`src/rtl/seven_seg_pkg.sv`:
```
// ============================================================================
// Module   : seven_seg_pkg
// Purpose  : Shared widths, blank code and width helper for the scan controller.
// Revision : 1.0
// ============================================================================
`default_nettype none

package seven_seg_pkg;

    localparam int          DIGIT_W    = 4;
    localparam logic [3:0]  BLANK_CODE = 4'hF;

    // Ceiling log2; callers clamp the result to at least one bit.
    function automatic int clog2(input int value);
        int result;
        int span;
        result = 0;
        span   = 1;
        while (span < value) begin
            span   = span * 2;
            result = result + 1;
        end
        return result;
    endfunction

endpackage

`default_nettype wire

```
`src/rtl/refresh_prescaler.sv`:
```
// ============================================================================
// Module   : refresh_prescaler
// Purpose  : Free-running 0..REFRESH_DIV-1 counter; tick marks terminal count.
// Revision : 1.0
// ============================================================================
`default_nettype none

module refresh_prescaler
    import seven_seg_pkg::*;
#(
    parameter int REFRESH_DIV = 50000
) (
    input  logic clk,
    input  logic reset_n,
    output logic tick
);

    localparam int              CNT_W      = (REFRESH_DIV > 1) ? clog2(REFRESH_DIV) : 1;
    localparam logic [CNT_W-1:0] LAST_COUNT = CNT_W'(REFRESH_DIV - 1);

    logic [CNT_W-1:0] count_q;
    logic [CNT_W-1:0] count_d;

    always_comb begin
        tick    = (count_q == LAST_COUNT);
        count_d = tick ? '0 : count_q + 1'b1;
    end

    always_ff @(posedge clk) begin
        if (!reset_n) begin
            count_q <= '0;
        end else begin
            count_q <= count_d;
        end
    end

endmodule

`default_nettype wire

```
`src/rtl/seven_segment_scan_controller.sv`:
```
// ============================================================================
// Module   : seven_segment_scan_controller
// Purpose  : Double-buffered multiplexed scan of a packed BCD value onto a
//            per-digit-anode display. Optional LEADING_ZERO_BLANK_EN blanks
//            leading zero digits above digit 0.
// Revision : 1.0
// ============================================================================
`default_nettype none

module seven_segment_scan_controller
    import seven_seg_pkg::*;
#(
    parameter int NUM_DIGITS  = 4,
    parameter int REFRESH_DIV = 50000
) (
    input  logic                          clk,
    input  logic                          reset_n,
    input  logic [DIGIT_W*NUM_DIGITS-1:0] value_bcd,
    input  logic [NUM_DIGITS-1:0]         dp_n_mask,
    input  logic                          update_valid,
    output logic                          update_ready,
    output logic [DIGIT_W-1:0]            digit_to_be_displayed,
    output logic                          dp,
    output logic [NUM_DIGITS-1:0]         anode_n,
    output logic                          frame_tick
);

    localparam int               SLOT_W    = (NUM_DIGITS > 1) ? clog2(NUM_DIGITS) : 1;
    localparam int               VAL_W     = DIGIT_W * NUM_DIGITS;
    localparam logic [SLOT_W-1:0] LAST_SLOT = SLOT_W'(NUM_DIGITS - 1);

    logic                  slot_tick;
    logic                  frame_end;
    logic                  xfer;
    logic [NUM_DIGITS-1:0] blank_mask;

    logic [SLOT_W-1:0]     slot_q,       slot_d;
    logic                  pend_full_q,  pend_full_d;
    logic [VAL_W-1:0]      pend_val_q,   pend_val_d;
    logic [NUM_DIGITS-1:0] pend_dp_q,    pend_dp_d;
    logic [VAL_W-1:0]      disp_val_q,   disp_val_d;
    logic [NUM_DIGITS-1:0] disp_dp_q,    disp_dp_d;
    logic [NUM_DIGITS-1:0] anode_n_q,    anode_n_d;
    logic [DIGIT_W-1:0]    digit_q,      digit_d;
    logic                  dp_q,         dp_d;
    logic                  frame_tick_q, frame_tick_d;

    refresh_prescaler #(
        .REFRESH_DIV (REFRESH_DIV)
    ) u_prescaler (
        .clk     (clk),
        .reset_n (reset_n),
        .tick    (slot_tick)
    );

`ifdef LEADING_ZERO_BLANK_EN
    // Walk down from the most significant digit; blank while everything seen so far is zero.
    always_comb begin
        logic upper_zero;
        upper_zero = 1'b1;
        blank_mask = '0;
        for (int i = NUM_DIGITS - 1; i >= 0; i--) begin
            upper_zero = upper_zero && (disp_val_q[i*DIGIT_W +: DIGIT_W] == '0);
            if (i > 0) begin
                blank_mask[i] = upper_zero;
            end
        end
    end
`else
    assign blank_mask = '0;
`endif

    always_comb begin
        frame_end = slot_tick && (slot_q == LAST_SLOT);
        xfer      = update_valid && !pend_full_q;

        slot_d = slot_q;
        if (slot_tick) begin
            slot_d = frame_end ? '0 : slot_q + 1'b1;
        end

        pend_full_d = pend_full_q;
        pend_val_d  = pend_val_q;
        pend_dp_d   = pend_dp_q;
        disp_val_d  = disp_val_q;
        disp_dp_d   = disp_dp_q;

        // A full pending buffer blocks xfer, so the commit and capture never collide.
        if (frame_end && pend_full_q) begin
            disp_val_d  = pend_val_q;
            disp_dp_d   = pend_dp_q;
            pend_full_d = 1'b0;
        end
        if (xfer) begin
            pend_val_d  = value_bcd;
            pend_dp_d   = dp_n_mask;
            pend_full_d = 1'b1;
        end

        anode_n_d = '1;
        digit_d   = BLANK_CODE;
        dp_d      = 1'b1;
        for (int i = 0; i < NUM_DIGITS; i++) begin
            if (SLOT_W'(i) == slot_q) begin
                anode_n_d[i] = 1'b0;
                digit_d      = blank_mask[i] ? BLANK_CODE : disp_val_q[i*DIGIT_W +: DIGIT_W];
                dp_d         = disp_dp_q[i];
            end
        end

        frame_tick_d = frame_end;
    end

    always_ff @(posedge clk) begin
        if (!reset_n) begin
            slot_q       <= '0;
            pend_full_q  <= 1'b0;
            pend_val_q   <= '0;
            pend_dp_q    <= '1;
            disp_val_q   <= {NUM_DIGITS{BLANK_CODE}};
            disp_dp_q    <= '1;
            anode_n_q    <= '1;
            digit_q      <= BLANK_CODE;
            dp_q         <= 1'b1;
            frame_tick_q <= 1'b0;
        end else begin
            slot_q       <= slot_d;
            pend_full_q  <= pend_full_d;
            pend_val_q   <= pend_val_d;
            pend_dp_q    <= pend_dp_d;
            disp_val_q   <= disp_val_d;
            disp_dp_q    <= disp_dp_d;
            anode_n_q    <= anode_n_d;
            digit_q      <= digit_d;
            dp_q         <= dp_d;
            frame_tick_q <= frame_tick_d;
        end
    end

    assign update_ready          = !pend_full_q;
    assign digit_to_be_displayed = digit_q;
    assign dp                    = dp_q;
    assign anode_n               = anode_n_q;
    assign frame_tick            = frame_tick_q;

endmodule

`default_nettype wire

```
`config.mk`:
```
export PLATFORM = sky130hd
export DESIGN_NAME = seven_segment_scan_controller
export DESIGN_NICKNAME = d
export VERILOG_FILES = /design/src/rtl/seven_seg_pkg.sv /design/src/rtl/refresh_prescaler.sv /design/src/rtl/seven_segment_scan_controller.sv
export SDC_FILE = /design/constraint.sdc
export NUM_CORES = 1
export LEC_CHECK = 0
export CORE_MARGIN = 2
export CORE_UTILIZATION = 56
export DETAILED_ROUTE_END_ITERATION = 16
export PLACE_DENSITY = 0.78
export SLEW_MARGIN = 5
export SYNTH_ARGS = -nofsm -noshare
export SYNTH_HDL_FRONTEND = slang
export SYNTH_SLANG_ARGS = --single-unit
```
`constraint.sdc`:
```
create_clock -name clk -period 5.47 [get_ports clk]
set_clock_uncertainty 0.05 [all_clocks]
set_input_delay 1.094 -clock clk [delete_from_list [all_inputs] [get_ports clk]]
set_output_delay 1.094 -clock clk [all_outputs]
set_load 0.01 [all_outputs]
```
# [Word level (Yosys, flattened, before mapping)]
# Cells that the tools add are included.
[totals] out_inout_bits=11 elab_cells=41 reg_bits=69
[op_classes] n_eq_ne=5 muxes=15 bitwise=1 add_sub_neg=2 reduce_logical=7
[op_table] cell="$add 16x1->16 const B" n=1
[op_table] cell="$eq 16x16->1 const B" n=1
[op_table] cell="$mux 4" n=4
[op_table] cell="$mux 1" n=10
[op_table] cell="$eq 2x2->1 const A" n=2
[op_table] cell="$logic_and 1x1->1" n=3
[op_table] cell="$add 2x1->2 const B" n=1
[op_table] cell="$eq 1x2->1 const A" n=1
[op_table] cell="$eq 2x2->1 const B" n=1
[op_table] cell="$logic_not 2->1" n=1
[op_table] cell="$mux 2" n=1
[op_table] cell="$reduce_bool 2->1" n=1
[op_table] cell="$reduce_or 2->1" n=1
[op_table] cell="$logic_not 1->1" n=1
[op_table] cell="$not 1->1" n=1

# [Depth between registers and ports, before layout]
# Gate-level depths: netlist of the first run.
[depth] word_depth=5 depth_mapped=7

# [Hierarchy]
# Synthesis of the first run repeated with hierarchy kept, for this count alone.
[unflattened] cells_unflattened=318 area_unflattened_um2=2834.0
[modules_own_cells] mod="seven_segment_scan_controller" cells_per_inst=239 seq_area_each_um2=1061.0 instances=1 area_per_inst_um2=2044.5
[modules_own_cells] mod="refresh_prescaler" cells_per_inst=79 seq_area_each_um2=320.3 instances=1 area_per_inst_um2=789.5

# [Least setup slack after synthesis of the first run]
# Ideal clock, no wire load.
[synth_timing] path_kind="reg2reg" start="register u_prescaler.count_q[12]" end="register disp_val_q[12]" period_less_slack_ns=2.076 path_stages_with_launch=7 setup_ns=0.137 n_path_buf=2 slack_ns=3.394 t_arrival_ns=1.889 cell_sequence="dfxtp_1 > or4b_1 > or4_1 > buf_2 > clkbuf_1 > o21ai_0 > nand3_1"
[synth_between] elab_chain_cells=3
[synth_lines] element="start: declaration" line_no="refresh_prescaler.sv:21" text="logic [CNT_W-1:0] count_q;"
[synth_lines] element="start signal: assignment" line_no="refresh_prescaler.sv:33" text="count_q <= count_d;"
[synth_lines] element="$eq 16x16->1" line_no="refresh_prescaler.sv:25" text="tick = (count_q == LAST_COUNT);"
[synth_lines] element="$logic_and 1x1->1" line_no="seven_segment_scan_controller.sv:74" text="frame_end = slot_tick && (slot_q == LAST_SLOT);"
[synth_lines] element="$logic_and 1x1->1" line_no="seven_segment_scan_controller.sv:89" text="if (frame_end && pend_full_q) begin"
[synth_lines] element="end signal: assignment" line_no="seven_segment_scan_controller.sv:120" text="disp_val_q <= {NUM_DIGITS{BLANK_CODE}};"
[synth_lines] element="end signal: assignment" line_no="seven_segment_scan_controller.sv:131" text="disp_val_q <= disp_val_d;"
[synth_lines] element="end: declaration" line_no="seven_segment_scan_controller.sv:41" text="logic [VAL_W-1:0] disp_val_q, disp_val_d;"
# No other way between the ends.
# A chain may end at the register's enable or synchronous reset.

==> flow_summary.ini, run 1 <==
[run_status]
status = finished, final reports clean

[die]
die_area_um2 = 5400
ios = 34
coreArea_um2 = 4690
die-height_um = 73.5
rows = 25
start_util = 0.576
die_w_um = 73.5

[cts]
post_cts_buffers = 0
cts.htree.levels = 3
clkTransAtPathRegs_ps = 60
cts_tree = built
clk-insertion-delay-late_ps = 340
post_cts_resized = 0
numCtsBuffers = 9
cts.sinks = 69
cts_hold_repair.buffers = 0
cts_buffer_depth = 2
cts-root-buf = clkbuf_8

[synth]
yosys_most_used_dff = dfxtp_1
syn_nets = 357
synth.largest_area_cell = dfxtp_1
postSynthAreaPerCell_um2 = 8.21
synth_xor_area_frac = 0.0454
syn_area_um2 = 2700
synth_compound_area_frac = 0.139
synth_edf_count = 0
yosys.area_share.simple = 0.231
async_reset_ff_frac = 0
synth_seq_area_share = 0.511
ys_ff_latch = 69
synth_adder_area_share = 0.0231
muxShareOfSynthArea = 0
synthDistinctLibCells = 26
synth_cells = 329
yosys_warnings = 0
synth_top_area_share = 0.511
synth_top_family_by_area = simple AND/OR/NAND/NOR gates
synth.area.top_cells = dfxtp_1 51%, nand2_1 8.9%, nand3_1 5.0%

[final_layout]
layout_common_cells = 69 x dfxtp_1, 64 x nand2_1, 33 x clkdlybuf4s50_1, 27 x nand3_1
syn2layout_area_growth_pct = 17.9
diodes = 0
fin_nets = 379
layout-drive-gt1-share = 0.0423
final_common_cell = dfxtp_1
final_util = 0.679

[global_routing]
grt_overflow = 0
antenna_found_initial = 0
grt_max_degree = 31
first_global_vias = 2130
grt_usage = 0.225
grt_pass1_wl_um = 9440

[timing]
final_hold_viol_count = 0
rsz0062_at_grt = no
tightest_slew_ps = 902
finalCriticalPeriod_ps = 3030
maxClockFrequency_mhz = 330
slew_headroom = 0.398
fin_crit_sh = 0.554
setup_tns_ps = 0
drv_slew = 0
setup_viol = 0

[worst_setup_path]
cp_top_family = buffers and inverters
path_max_fanout = 30
start_kind = input pin
end_kind = flip-flop
cp.required_ps = 5650
cp_slowest_cell = clkdlybuf4s50_1
crit_chain = clkdlybuf4s50_1 > inv_1 > a31oi_1 > nand2_1
critPathBufInv = 2
crit_type = in2reg
critPathMaxStageDelay_ps = 1030
crit_arrival_ps = 3210

[place]
portBuffers = 33
place_hpwl_um = 3580
place_congestion = 0.800

[routing]
dr.pass1.iters = 4
wire_per_inst_um = 13.4
viasPerCell = 5.62
wl_met1_um = 2480
vias = 2299
ant_nets = 0
wl_met2_um = 2580
drtIter0Drc = 128
top_layer_used = met4
drt-total-wl_um = 5470
wl_met3_um = 303
drc = 0

[pwr]
power_density_nw_per_um2 = 287
ir_worst_vdd_v = 0.000163
power_leakage_uw = 0.00114

[flow_run]
max_cap_viol_count = 0

[min_path]
worstHoldPathType = reg2reg
==> worst min-delay path, stage by stage, from the launching register on <==
cell and delay (ps):
dfxtp_1 310, o21ai_0 70, nand2_1 50
==> worst paths after layout <==
check,slack (ps),depth (start not counted),start,to
setup / recovery,2440,4,reset_n,disp_dp_q[0]
hold reg to reg,410,2,disp_dp_q[1],disp_dp_q[1]
setup reg to reg,2800,5,u_prescaler.count_q[0],u_prescaler.count_q[15]
hold / removal,410,2,disp_dp_q[1],disp_dp_q[1]
==> metal layers <==
metal	vias to the layer above	track usage
met5	-	0
met3	9	0.0590
met1	1063	0.273
met2	68	0.372
li1	1159	-
met4	0	0.103
==> stage by stage <==
stage	std cells	instance area (um^2)	hold slack [ps]	power (uW)	setup WS, ps
floorplan	329	2700	380	558	3390
global placement	394	3020	396	580	2160
detailed placement	394	3020	399	582	2090
CTS	409	3180	408	922	2440
global route	409	3190	424	949	2250
finish	409	3190	410	915	2440
==> flip-flops by register name, indices dropped and copies added (netlist names) <==
register	count
disp_val_q	16
pend_val_q	16
u_prescaler.count_q	16
anode_n	4
digit_to_be_displayed	4
disp_dp_q	4
pend_dp_q	4
slot_q	2
dp	1
frame_tick	1
pend_full_q	1
==> cell type report <==
| class | instances | area [um^2] |
|---|---|---|
| clock buffers | 13 | 149 |
| clock inverters | 2 | 10.0 |
| fillers | 391 | 1510 |
| inverters | 12 | 45.0 |
| multi-input cells | 225 | 1190 |
| flip-flops and latches | 69 | 1380 |
| well taps | 54 | 67.6 |
| repair buffers | 34 | 338 |
==> synth_stat cells, types with 5 or more instances <==
library cell,count
clkbuf_1,20
a31oi_1,11
xnor2_1,13
ha_1,5
nor2b_1,6
dfxtp_1,69
a221oi_1,5
a21oi_1,19
inv_1,12
a211oi_1,5
o21ai_0,25
nand3_1,27
nand2_1,64
nor2_1,25
==> logic make-up after synthesis <==
kind of cell	after synthesis
flops	69
fa+ha+maj	5
simple gates	140
xor+xnor	14
buf+inv	35
compound gates	66
==> report_power, final <==
group          internal (uW)  total, uW  switching (uW)  leakage (uW)
logic                   25.1       49.5            24.3      0.000500
clock network            173        344             170     0.0000833
registers                514        522            7.24      0.000562
total                    713        915             202       0.00114
Power figures use the tool's default switching activity.
==> run 2: changes to the inputs <==
--- a/config.mk
+++ b/config.mk
@@ -6,9 +6,9 @@
 export NUM_CORES = 1
 export LEC_CHECK = 0
 export CORE_MARGIN = 2
-export CORE_UTILIZATION = 56
+export CORE_UTILIZATION = 54
 export DETAILED_ROUTE_END_ITERATION = 16
-export PLACE_DENSITY = 0.78
+export PLACE_DENSITY = 0.76
 export SLEW_MARGIN = 5
 export SYNTH_ARGS = -nofsm -noshare
 export SYNTH_HDL_FRONTEND = slang
==> constraint.sdc (replaced) <==
create_clock -name clk -period 2.97 [get_ports clk]
set_clock_uncertainty 0.05 [all_clocks]
set_input_delay 0.594 -clock clk [delete_from_list [all_inputs] [get_ports clk]]
set_output_delay 0.594 -clock clk [all_outputs]
set_load 0.01 [all_outputs]
==> flow_summary.ini, run 2 (synthesized netlist as in run 1, its figures left out) <==
[worst_setup_path]
crit_chain = or4b_1 > or4_1 > buf_4 > o21ai_0 > nand3_1
cp_top_family = simple AND/OR/NAND/NOR gates
reg2reg_setup_slack_ps = 630
end_kind = flip-flop
crit_type = reg2reg
crit_arrival_ps = 2500
critPathMaxStageDelay_ps = 710
cp.required_ps = 3130
critPathBufInv = 1
path_max_fanout = 15
cp_slowest_cell = or4_1
start_kind = flip-flop

[pwr]
power.internal_uw = 1510
power_frac_seq = 0.507
p_sw_uw = 383
ir_worst_vdd_v = 0.000326
sw_frac_of_total = 0.202
power_leakage_uw = 0.00120
clkPwrFrac = 0.444
p_comb_frac = 0.049
power_density_nw_per_um2 = 574

[cts]
post_cts_resized = 0
clkTransAtPathRegs_ps = 70
cts-root-buf = clkbuf_8
cts_buffer_depth = 2
cts_tree = built
cts_hold_repair.buffers = 0
numCtsBuffers = 9
post_cts_buffers = 0
cts.sinks = 69
clk-insertion-delay-late_ps = 340
cts.htree.levels = 3

[timing]
setup_viol = 0
setup_tns_ps = 0
fin_crit_sh = 0.786
finalCriticalPeriod_ps = 2340
timing.final.ws_setup_ps = 634
tightest_slew_ps = 757
maxClockFrequency_mhz = 428
slew_headroom = 0.495
drv_slew = 0
final_hold_viol_count = 0
rsz0062_at_grt = no

[final_layout]
stdcell_area_um2 = 3300
layout.area.seq_um2 = 1380
diodes = 0
largestRegisters = disp_val_q x16, pend_val_q x16, u_prescaler.count_q x16
layout-drive-gt1-share = 0.0609
nFillCells = 391
syn2layout_area_growth_pct = 22.2
final_common_cell = dfxtp_1
layout_common_cells = 69 x dfxtp_1, 64 x nand2_1, 33 x clkdlybuf4s50_1, 27 x nand3_1
fin_nets = 384
multi_input_area_um2 = 1190

[routing]
drtIter0Drc = 73
drt-total-wl_um = 5190
vias = 2254
wire_per_inst_um = 12.1
drc = 0
viasPerCell = 5.27
dr.pass1.iters = 4
ant_nets = 0

[global_routing]
first_global_vias = 1985
antenna_found_initial = 0
grt_overflow = 0
grt_max_degree = 26
grt_usage = 0.208
grt_pass1_wl_um = 8780

[place]
place_congestion = 0.770
portBuffers = 33
dpl_worst_slack_ps = 632
post_dp_cell_area_um2 = 3080
place_hpwl_um = 3520

[die]
ios = 34
die-height_um = 74.7
coreArea_um2 = 4790
rows = 25
die_w_um = 74.7
start_util = 0.565
die_area_um2 = 5590

[run_status]
status = finished, final reports clean

[flow_run]
max_cap_viol_count = 0

[min_path]
worstHoldPathType = reg2reg
[run 2: final timing paths]
check                           cells after the start                    start       endpoint
worst max-delay path                                5  u_prescaler.count_q[12]  disp_val_q[4]
worst min-delay path                                2            pend_val_q[6]  pend_val_q[6]
worst max register to register                      5  u_prescaler.count_q[12]  disp_val_q[4]
worst min register to register                      2            pend_val_q[6]  pend_val_q[6]
[run 2: worst reg2reg max path, delay by kind of cell (launching register included)]
| family | cells | cell delay [ps] |
|---|---|---|
| and+or+nand+nor | 3 | 1370 |
| DFF | 1 | 350 |
| buffers and inverters | 1 | 260 |
| AOI/OAI and AO/OA | 1 | 180 |
[run 2: per-stage QoR]
step	utilization	power, uW	std cells	hold WS, ps
final	0.690	1890	428	409
after global routing	0.690	1950	428	431
after CTS	0.690	1910	428	408
after detailed placement	0.643	1070	412	397
after global placement	0.643	1070	412	396
after floorplan	-	1030	329	380
[run 2: cell type report]
cell class	count	share of cell area
Inverter	12	0.0136
Timing Repair Buffer	39	0.114
Clock buffer	12	0.0470
Multi-Input combinational cell	225	0.361
Clock inverter	4	0.0212
Sequential cell	69	0.418
Tap cell	67	0.0254
[run 2: power by group through the flow]
stage | sequential [uW] | combinational (uW) | clock [uW]
floorplan | 977 | 50.6 | 0
global placement | 980 | 92.6 | 0
detailed placement | 980 | 93.7 | 0
CTS | 960 | 94.3 | 851
global route | 962 | 106 | 883
finish | 960 | 93.7 | 841
[run 2: metal layers]
layer,GRT usage,vias to the layer above,wire [um]
met4,0.117,0,142
met3,0.0469,15,257
met1,0.267,1005,2410
li1,-,1172,-
met5,0,-,0
met2,0.324,62,2380
==> run 3: changes to the inputs <==
--- a/config.mk
+++ b/config.mk
@@ -6,9 +6,9 @@
 export NUM_CORES = 1
 export LEC_CHECK = 0
 export CORE_MARGIN = 2
-export CORE_UTILIZATION = 54
+export CORE_UTILIZATION = 49
 export DETAILED_ROUTE_END_ITERATION = 16
-export PLACE_DENSITY = 0.76
+export PLACE_DENSITY = 0.73
 export SLEW_MARGIN = 5
 export SYNTH_ARGS = -nofsm -noshare
 export SYNTH_HDL_FRONTEND = slang
==> constraint.sdc (replaced) <==
create_clock -name clk -period 2 [get_ports clk]
set_clock_uncertainty 0.05 [all_clocks]
set_input_delay 0.4 -clock clk [delete_from_list [all_inputs] [get_ports clk]]
set_output_delay 0.4 -clock clk [all_outputs]
set_load 0.01 [all_outputs]
==> flow_summary.ini, run 3 (synthesized netlist as in run 1, its figures left out) <==
[run_status]
status = finished with violations
violations = setup timing

[final_layout]
final_common_cell = dfxtp_1
final_util = 0.669
diodes = 0
largestRegisters = disp_val_q x16, pend_val_q x16, u_prescaler.count_q x16
syn2layout_area_growth_pct = 33.8
stdcell_count = 456
layout_common_cells = 67 x dfxtp_1, 63 x nand2_1, 33 x clkdlybuf4s50_1, 27 x nand3_1, 25 x nor2_1
nFillCells = 454
fin_nets = 407
layout-drive-gt1-share = 0.161

[timing]
maxClockFrequency_mhz = 470
final_hold_viol_count = 0
hold_slack_ps = 405
tightest_slew_ps = 381
timing.final.ws_setup_ps = -126
drv_slew = 0
setup_viol = 29
finalCriticalPeriod_ps = 2130
fin_crit_sh = 1.06
slew_headroom = 0.744
rsz0062_at_grt = yes
setup_tns_ps = -2470

[worst_setup_path]
path_max_fanout = 7
critPathMaxStageDelay_ps = 570
cp_top_family = simple AND/OR/NAND/NOR gates
end_kind = flip-flop
cp_slowest_cell = or4_4
cp.required_ps = 2180
crit_end = u_prescaler.count_q[0]
crit_arrival_ps = 2310
r2r_cells = 7
crit_type = reg2reg
start_kind = flip-flop
path_depth = 7
critPathBufInv = 3
r2r_end = u_prescaler.count_q[0]
startpoint = u_prescaler.count_q[5]
reg2reg_from = u_prescaler.count_q[5]
reg2reg_setup_slack_ps = -130
crit_chain = or4b_4 > or4_4 > buf_8 > buf_4 > nand2_4 > clkbuf_16 > nor2_1

[cts]
clk-insertion-delay-late_ps = 340
cts_tree = built
cts-root-buf = clkbuf_8
cts_hold_repair.buffers = 0
cts_buffer_depth = 2
clkTransAtPathRegs_ps = 70
numCtsBuffers = 9
cts.htree.levels = 3
cts.sinks = 69

[die]
start_util = 0.500
die_area_um2 = 6130
ios = 34
die-height_um = 78.3
rows = 27
coreArea_um2 = 5410
die_w_um = 78.3

[place]
placedCellCount = 433
place_hpwl_um = 3810
portBuffers = 33
place_congestion = 0.797

[routing]
viasPerCell = 5.25
vias = 2394
drc = 0
wire_per_inst_um = 13.2
ant_nets = 0
dr.pass1.iters = 4
drt-total-wl_um = 6000
drtIter0Drc = 103

[pwr]
total_power_uw = 2750
power_leakage_uw = 0.00138
ir_worst_vdd_v = 0.000491
power_density_nw_per_um2 = 761

[global_routing]
grt_max_degree = 31
grt_overflow = 0
grt_usage = 0.205
grt_use_met1 = 0.267
first_global_vias = 2216
grt_pass1_wl_um = 9880
use_met2 = 0.330
top_usage_layer = met2
antenna_found_initial = 0
met3_usage = 0.0552

[flow_run]
max_cap_viol_count = 0

[min_path]
worstHoldPathType = reg2reg
-- run 3: cell count changes in the layout (fill, tap and decap cells not counted), sizes merged --
cell,previous run,this run
bufinv,2,1
buf,6,27
clkbuf,12,14
clkinv,2,3
-- run 3: cell type report --
class / count / area, um^2 / share of cell area
Timing Repair Buffer: 62 / 623 / 0.172
Sequential cell: 69 / 1380 / 0.383
Multi-Input combinational cell: 225 / 1260 / 0.350
Inverter: 12 / 45.0 / 0.0125
Clock inverter: 4 / 45.0 / 0.0125
Tap cell: 72 / 90.1 / 0.0249
Clock buffer: 12 / 165 / 0.0457
-- run 3: report_power, final --
group,internal (uW),switching [uW],total (uW),leakage (uW)
clock,672,500,1170,0.000112
sequential,1410,21.1,1430,0.000563
combinational,85.0,70.4,155,0.000705
total,2160,592,2750,0.00138
-- run 3: worst min-delay path by stage --
stage / from / endpoint / slack, ps / depth (start not counted)
finish: disp_dp_q[0] / disp_dp_q[0] / 400 / 2
global placement: disp_dp_q[1] / disp_dp_q[1] / 390 / 2
floorplan: disp_dp_q[1] / disp_dp_q[1] / 380 / 2
global route: disp_dp_q[0] / disp_dp_q[0] / 430 / 2
CTS: pend_val_q[2] / pend_val_q[2] / 410 / 2
detailed placement: disp_dp_q[2] / disp_dp_q[2] / 390 / 2
-- run 3: per-stage QoR --
step | setup WS [ps] | area (um^2)
finish | -126 | 3620
global route | -183 | 3620
CTS | -97.8 | 3460
detailed placement | -117 | 3230
global placement | -92.7 | 3230
floorplan | -18.1 | 2720
-- run 3: timing repair --
action / in CTS / in global routing
setup endpoints to repair: 24 / 36
cloned: 1 / 3
pin swaps: 0 / 6
setup buffers: 0 / 3
resized for setup: 3 / 31
-- run 3: per-layer routing --
metal | vias up | share of wire
li1 | 1216 | -
met1 | 1116 | 0.48
met2 | 57 | 0.47
met3 | 5 | 0.042
met4 | 0 | 0.013
met5 | - | 0
-- run 3: tightest hold or removal path, delay by kind of cell (launching register included) --
kind / cells / cell delay (ps)
AOI/OAI and AO/OA: 1 / 50
and+or+nand+nor: 1 / 40
DFF: 1 / 320
